===== config.mk =====
export PLATFORM = sky130hd
export DESIGN_NAME = oled_spi_tx
export DESIGN_NICKNAME = d
export VERILOG_FILES = /design/src/rtl/oled_pkg.sv /design/src/rtl/oled_spi_tick.sv /design/src/rtl/oled_spi_tx.sv
export SDC_FILE = /design/constraint.sdc
export NUM_CORES = 1
export LEC_CHECK = 0
export ABC_AREA = 1
export CAP_MARGIN = 20
export CORE_MARGIN = 4
export CORE_UTILIZATION = 53
export DETAILED_ROUTE_END_ITERATION = 8
export PLACE_DENSITY = 0.8
export SETUP_SLACK_MARGIN = 0.05
export SYNTH_ARGS = -nofsm -noshare
export SYNTH_HDL_FRONTEND = slang
export SYNTH_SLANG_ARGS = --single-unit

===== constraint.sdc =====
create_clock -name clk -period 1.6 [get_ports clk]
set_input_delay 0.4 -clock clk [delete_from_list [all_inputs] [get_ports clk]]
set_output_delay 0.4 -clock clk [all_outputs]
set_load 0.01 [all_outputs]

===== src/rtl/oled_pkg.sv =====
// oled_pkg: FSM states, D/C codes and ST7735 opcodes shared by the
// SPI transmitter and the st7735 sequencer.
package oled_pkg;

  typedef enum logic [1:0] {
    IDLE,
    SHIFT,
    GAP
  } state_t;

  localparam logic DC_CMD  = 1'b0;
  localparam logic DC_DATA = 1'b1;

  localparam logic [7:0] OP_SWRESET = 8'h01;
  localparam logic [7:0] OP_SLPOUT  = 8'h11;
  localparam logic [7:0] OP_INVOFF  = 8'h20;
  localparam logic [7:0] OP_DISPON  = 8'h29;
  localparam logic [7:0] OP_CASET   = 8'h2A;
  localparam logic [7:0] OP_RASET   = 8'h2B;
  localparam logic [7:0] OP_RAMWR   = 8'h2C;
  localparam logic [7:0] OP_MADCTL  = 8'h36;
  localparam logic [7:0] OP_COLMOD  = 8'h3A;

endpackage


===== src/rtl/oled_spi_tick.sv =====
// oled_spi_tick: one-cycle tick every C_clk_div enabled cycles,
// restarted by clear (CS assert) and rst.
module oled_spi_tick #(
  parameter int C_clk_div = 2
) (
  input  logic clk,
  input  logic rst,
  input  logic clear,
  input  logic en,
  output logic tick
);

  localparam int W =
    (C_clk_div > 1) ? $clog2(C_clk_div) : 1;
  localparam logic [W-1:0] LAST = W'(C_clk_div - 1);

  logic [W-1:0] cnt;

  assign tick = en && (cnt == LAST);

  always_ff @(posedge clk) begin
    if (rst || clear) begin
      cnt <= '0;
    end else if (tick) begin
      cnt <= '0;
    end else if (en) begin
      cnt <= cnt + 1'b1;
    end
  end

endmodule


===== src/rtl/oled_spi_tx.sv =====
// oled_spi_tx: ST7735 byte serialiser, SPI mode 0, MSB first.
// Define OLED_SPI_BURST_EN to keep CS low across back-to-back bytes.
module oled_spi_tx
  import oled_pkg::*;
#(
  parameter int C_clk_div = 2,
  parameter int C_cs_gap  = 2
) (
  input  logic       clk,
  input  logic       rst,
  input  logic [7:0] in_data,
  input  logic       in_dc,
  input  logic       in_valid,
  output logic       in_ready,
  output logic       busy,
  output logic       oled_cs,
  output logic       oled_clk,
  output logic       oled_mosi,
  output logic       oled_dc
);

  localparam int GW =
    (C_cs_gap > 1) ? $clog2(C_cs_gap) : 1;
  localparam logic [GW-1:0] GAP_LAST =
    GW'((C_cs_gap > 0) ? C_cs_gap - 1 : 0);

  state_t        state, state_nx;
  logic [7:0]    hold_data;
  logic          hold_dc, hold_valid;
  logic [7:0]    sr, sr_nx;
  logic [2:0]    bit_cnt, bit_cnt_nx;
  logic [GW-1:0] gap_cnt, gap_cnt_nx;
  logic          cs_nx, sck_nx, mosi_nx, dc_nx;
  logic          load, tick, burst_ok;

  assign in_ready = !hold_valid && !rst;
  assign busy     = (state != IDLE) || hold_valid;

`ifdef OLED_SPI_BURST_EN
  assign burst_ok = hold_valid;
`else
  assign burst_ok = 1'b0;
`endif

  oled_spi_tick #(.C_clk_div(C_clk_div)) u_tick (
    .clk   (clk),
    .rst   (rst),
    .clear (load),
    .en    (state == SHIFT),
    .tick  (tick)
  );

  always_comb begin
    state_nx   = state;
    sr_nx      = sr;
    bit_cnt_nx = bit_cnt;
    gap_cnt_nx = gap_cnt;
    cs_nx      = oled_cs;
    sck_nx     = oled_clk;
    mosi_nx    = oled_mosi;
    dc_nx      = oled_dc;
    load       = 1'b0;
    unique case (state)
      IDLE: load = hold_valid;
      SHIFT: begin
        if (tick && !oled_clk) begin
          sck_nx = 1'b1;
        end else if (tick) begin
          sck_nx = 1'b0;
          if (bit_cnt != 3'd0) begin
            bit_cnt_nx = bit_cnt - 3'd1;
            sr_nx      = {sr[6:0], 1'b0};
            mosi_nx    = sr[6];
          end else if (burst_ok) begin
            load = 1'b1;
          end else begin
            cs_nx      = 1'b1;
            gap_cnt_nx = '0;
            state_nx   = (C_cs_gap == 0) ? IDLE : GAP;
          end
        end
      end
      GAP: begin
        if (gap_cnt == GAP_LAST) begin
          state_nx = IDLE;
        end else begin
          gap_cnt_nx = gap_cnt + 1'b1;
        end
      end
      default: state_nx = IDLE;
    endcase
    // Shared by the IDLE start and the burst reload at end of SHIFT.
    if (load) begin
      sr_nx      = hold_data;
      dc_nx      = hold_dc;
      cs_nx      = 1'b0;
      sck_nx     = 1'b0;
      mosi_nx    = hold_data[7];
      bit_cnt_nx = 3'd7;
      state_nx   = SHIFT;
    end
  end

  always_ff @(posedge clk) begin
    if (rst) begin
      state     <= IDLE;
      sr        <= '0;
      bit_cnt   <= '0;
      gap_cnt   <= '0;
      oled_cs   <= 1'b1;
      oled_clk  <= 1'b0;
      oled_mosi <= 1'b0;
      oled_dc   <= 1'b0;
    end else begin
      state     <= state_nx;
      sr        <= sr_nx;
      bit_cnt   <= bit_cnt_nx;
      gap_cnt   <= gap_cnt_nx;
      oled_cs   <= cs_nx;
      oled_clk  <= sck_nx;
      oled_mosi <= mosi_nx;
      oled_dc   <= dc_nx;
    end
  end

  always_ff @(posedge clk) begin
    if (rst) begin
      hold_valid <= 1'b0;
      hold_data  <= '0;
      hold_dc    <= 1'b0;
    end else if (load) begin
      hold_valid <= 1'b0;
    end else if (in_valid && in_ready) begin
      hold_valid <= 1'b1;
      hold_data  <= in_data;
      hold_dc    <= in_dc;
    end
  end

endmodule


======== Yosys cells after proc, flatten, opt, wreduce, memory -nomap -nowiden ========
Index checks and enable logic that the tools add are counted.
operators by class
  multiplexer cells ....................... 34
  reduce and logical (&&, ||, !) cells .... 26
  eq/ne operators ......................... 13
  div/mod/pow operators ................... 0
  order comparisons ....................... 0
  add/sub/neg operators ................... 3
  shift-type cells ........................ 0
  multiply operators ...................... 0
  bitwise gates (word level) .............. 2
operators with widths
  cell                                               number
  2-to-1 mux 7 bit                                   5
  2-to-1 mux 1 bit                                   18
  2-to-1 mux 3 bit                                   5
  != test 3 x 2 -> 1 bit (second input constant)     4
  AND reduction 4 bit                                3
  nonzero test 2 bit                                 6
  AND reduction 5 bit                                2
  2-to-1 mux 2 bit                                   4
  != test 2 bit (second input constant)              4
  != test 2 x 1 -> 1 bit (second input constant)     3
  case mux 2 bit (3 select lines)                    1
  logical AND 1 bit                                  4
  AND reduction 2 bit                                2
  OR reduction 2 bit                                 2
  zero test 1 bit                                    3
  nonzero test 3 bit                                 1
  subtractor 3 x 1 -> 3 bit (second input constant)  1
  adder 1 bit (second input constant)                2
  == test 2 x 1 -> 1 bit (second input constant)     1
  == test 2 bit (second input constant)              1
  zero test 2 bit                                    1
  logical OR 1 bit                                   2
  NOT 1 bit                                          2
  case mux 1 bit (2 select lines)                    1
word-level totals
  memories kept ........................... 0
  memory bits (read-only) ................. 0
  logic and storage cells ................. 91
  bits in latches ......................... 0
  flip-flop bits (word level) ............. 28
  output and inout bits ................... 6
  memory bits (writable) .................. 0

======== Longest topological paths before layout ========
  depth after elaboration ................. 6
  depth in mapped cells ................... 9

======== Modules after synthesis ========
From an unflattened synthesis, not the netlist that was laid out.
unflattened totals
  cells, all modules ...................... 169
  area, all modules ....................... 1255.0 um2
by module, submodules not included
  module         sequential area each (um2)  cells an instance  area each (um2)  instances
  oled_spi_tx    540.5                       162                1209.9           1
  oled_spi_tick  20.0                        7                  45.0             1

======== Worst setup path after synthesis ========
Ideal clock, no wire load.
  path type ............................... reg-to-reg
  from .................................... register bit_cnt[0]
  to ...................................... register sr[1]
  path buffers ............................ 0
  required time ........................... 1472 ps
  setup time .............................. 128 ps
  stages on the path, launching flop included .. 9
  data arrival time ....................... 1111 ps
  slack ................................... 361 ps
  path through ............................ dfxtp_1 > inv_1 > ha_1 > nand2_1 > inv_1 > o21ai_4 > nand2_1 > nand2_1 > nor2_1
on the way
  word-level cells in the longest chain between the ends .. 3
RTL lines
  element                        line                RTL
  start, declared                oled_spi_tx.sv:31   logic [2:0] bit_cnt, bit_cnt_nx;
  start signal, assigned         oled_spi_tx.sv:117  bit_cnt <= bit_cnt_nx;
  nonzero test 3 bit             oled_spi_tx.sv:70   if (bit_cnt != 3'd0) begin
  nonzero test 2 bit (no line)   -
  AND reduction 4 bit (no line)  -
  end signal, assigned           oled_spi_tx.sv:116  sr <= sr_nx;
  end, declared                  oled_spi_tx.sv:30   logic [7:0] sr, sr_nx;
No other way between the ends.
A chain may end at the register's enable or synchronous reset.

======== Worst setup path in the final report ========
  from .................................... register state[0]
  to ...................................... output port busy
on the way
  word-level cells in the longest chain between the ends .. 2
RTL lines
  element                 line                RTL
  start, declared         oled_spi_tx.sv:27   state_t state, state_nx;
  start signal, assigned  oled_spi_tx.sv:115  state <= state_nx;
  nonzero test 2 bit      oled_spi_tx.sv:37   assign busy = (state != IDLE) || hold_valid;
  logical OR 1 bit        oled_spi_tx.sv:37
  end, declared           oled_spi_tx.sv:15   output logic busy,
No other way between the ends.

==> metrics.cfg <==
[finish]
insertedDiodeCount = 0
final_common_cell = nand2_1
area_delta_synth_final_pct = 24.83
layout_common_cells = 51 x nand2_1, 26 x dfxtp_1, 20 x inv_1, 20 x nor2_1, 13 x o21ai_0
fin_util = 0.7103
num-nets-final = 219
layout.cells.non_filler = 232
drive_gt1_frac = 0.1520

[sta]
finClkSkew_ns = 0.01029
min_period_ns = 1.495
fin_setup_tns_ns = 0
worst_pin_slew_ns = 0.2500
post-route-period-util = 0.9345
slew_viol_final = 0
hold_viol = 0
rsz0062_at_grt = no
timing.fmax_ghz = 0.6688
relSlewSlack = 0.8330
setup_viol = 0

[logic_synthesis]
avgSynthCellArea_um2 = 7.316
synthAdderAreaFrac = 0.01932
synth-main-ff-cell = dfxtp_1
yosys_warnings = 0
yosysTopAreaCell = dfxtp_1
yosys.area_share.simple = 0.3527
synth.mux.area_fraction = 0
synth_area_um2 = 1295
synth-xor-area-share = 0.006763
syn-num-nets = 191
synth_compound_area_frac = 0.09662
synth_top_family_by_area = simple AND/OR/NAND/NOR gates
yosysSeqAreaShare = 0.4329
synth_top_area_share = 0.4329
synth_cell_types = 25
syn-instance-count = 177
ys_seq_elements = 28
synth_edf_count = 0
synthArstFlopShare = 0
synth.area.top_cells = dfxtp_1 43%, nand2_1 15%, inv_1 6.1%

[detailed_routing]
wl_per_cell_um = 11.02
viasPerCell = 4.961
drt_iter0_drc = 26
first_pass_iters = 4
route.detailed.drc = 0
drtAntennaViolNets = 0
vias = 1151
wl_um = 2556

[critical_path]
start_kind = register
cpPeakStageDelay_ns = 0.36
cpMaxStageDelayCell = dfxtp_2
cp.arrival_ns = 1.10
crit_type = register to output pin
crit_required_ns = 1.20
cp_max_fo = 2
crit_path_end_kind = output pin
worstPathCellList = nor2_4, nand2_1, clkdlybuf4s15_1

[clock_tree]
cts_root_buffer = clkbuf_4
cts_tree = built
cts.htree.levels = 1
cts_buffers = 3
clock_latency_ns = 0.33
hold_buffers = 0
cts.path.max_buffers = 2
clock-sinks = 28
clk_pin_slew_ns = 0.14

[grt]
grt_pass1_wl_um = 4436
antenna_found_initial = 0
overflow = 0
grt_usage = 0.1656
grt_max_degree = 19
grt_pass1_vias = 1101

[placed_design]
post-dp-hpwl_um = 1917
place_inst = 225
port_buffers = 17
place.gp.congestion = 0.7047

[power_and_ir_drop]
pwr_density_cell_nw_per_um2 = 963.6
p_leak_nw = 0.7454
ir_drop_mv = 0.6620

[status]
outcome = completed

[floorplanning]
start_util = 0.5690
dieArea_um2 = 3298
die_y_um = 57.43
rows = 17
die_w_um = 57.43
core_area_um2 = 2276
ioPinCount = 18

[worst_hold_path]
hold_class = register to register

[job]
max_cap_viol_count = 0

-- layout make-up --
class | instances | area, um2
Timing Repair Buffer | 29 | 262.8
Fill cell | 174 | 659.4
Tap cell | 28 | 35.03
Sequential cell | 28 | 565.5
Clock buffer | 3 | 22.52
Clock inverter | 1 | 30.03
Multi-Input combinational cell | 122 | 618.1
Inverter | 21 | 82.58
-- synth_stat cells (2+ instances only) --
| master | number |
|---|---|
| nand2_1 | 52 |
| dfxtp_1 | 28 |
| inv_1 | 21 |
| nor2_1 | 20 |
| o21ai_0 | 13 |
| nand3_1 | 9 |
| nand3b_1 | 6 |
| a21oi_1 | 5 |
| buf_2 | 2 |
| buf_4 | 2 |
| ha_1 | 2 |
| nand2_2 | 2 |
| nand4_2 | 2 |
| nor2_4 | 2 |
-- report_power, final --
part           total, mW  internal, mW  switching [mW]
Combinational      0.318         0.146           0.172
Sequential         0.780         0.752          0.0285
Clock              0.460         0.253           0.207
-- worst max-delay path, delay by kind of cell (launching register included) --
kind                   cells  cell delay (ns)
DFF                        1             0.36
buffers and inverters      1             0.23
and+or+nand+nor            2             0.19
-- through the flow --
step	setup slack, ns	power (mW)	instance area, um2	hold WS (ns)
2_1_floorplan	0.3614	0.9979	1295	0.4404
3_3_place_gp	-0.2759	1.100	1540	0.4616
3_5_place_dp	-0.2658	1.112	1540	0.4686
4_1_cts	0.06280	1.558	1602	0.4918
5_1_grt	0.06162	1.636	1617	0.5135
6_report	0.1048	1.558	1617	0.4892
-- what timing repair did --
item | in CTS | in global routing
buffers inserted | 2 | 1
endpoints found under the setup margin | 6 | 13
resized for setup | 12 | 3
pin swaps | 1 | 1
-- final timing paths --
kind	to	cells after the start	startpoint	slack [ns]
worst max register to register	sr[1]	8	bit_cnt[0]	0.25
worst min register to register	oled_dc	2	hold_dc	0.49
worst min-delay path	oled_dc	2	hold_dc	0.49
worst max-delay path	busy	3	state[0]	0.10
-- cell families (layout without fill, tap and decap cells) --
group | Yosys count | in the layout
and+or+nand+nor | 97 | 97
DFF | 28 | 28
buffers and inverters | 27 | 54
AOI/OAI and AO/OA | 22 | 22
adders and majority gates | 2 | 2
xor gates and xnor gates | 1 | 1
-- registers in the layout (all words and copies together), names as in the netlist --
signal and count:
hold_valid 1, oled_cs 1, oled_mosi 1, state 2
gap_cnt 1, oled_dc 1, u_tick.cnt 1, bit_cnt 3
sr 7, oled_clk 1, hold_dc 1, hold_data 8
-- routing by layer --
layer	vias up	track usage	share of wire	routed length [um]
li1	605	-	-	-
met1	518	0.1950	0.47	1201
met2	24	0.3016	0.47	1201
met3	4	0.02715	0.041	106
met4	0	0.05298	0.018	46
met5	-	0	0	0
(Power assumes the default switching activity.)
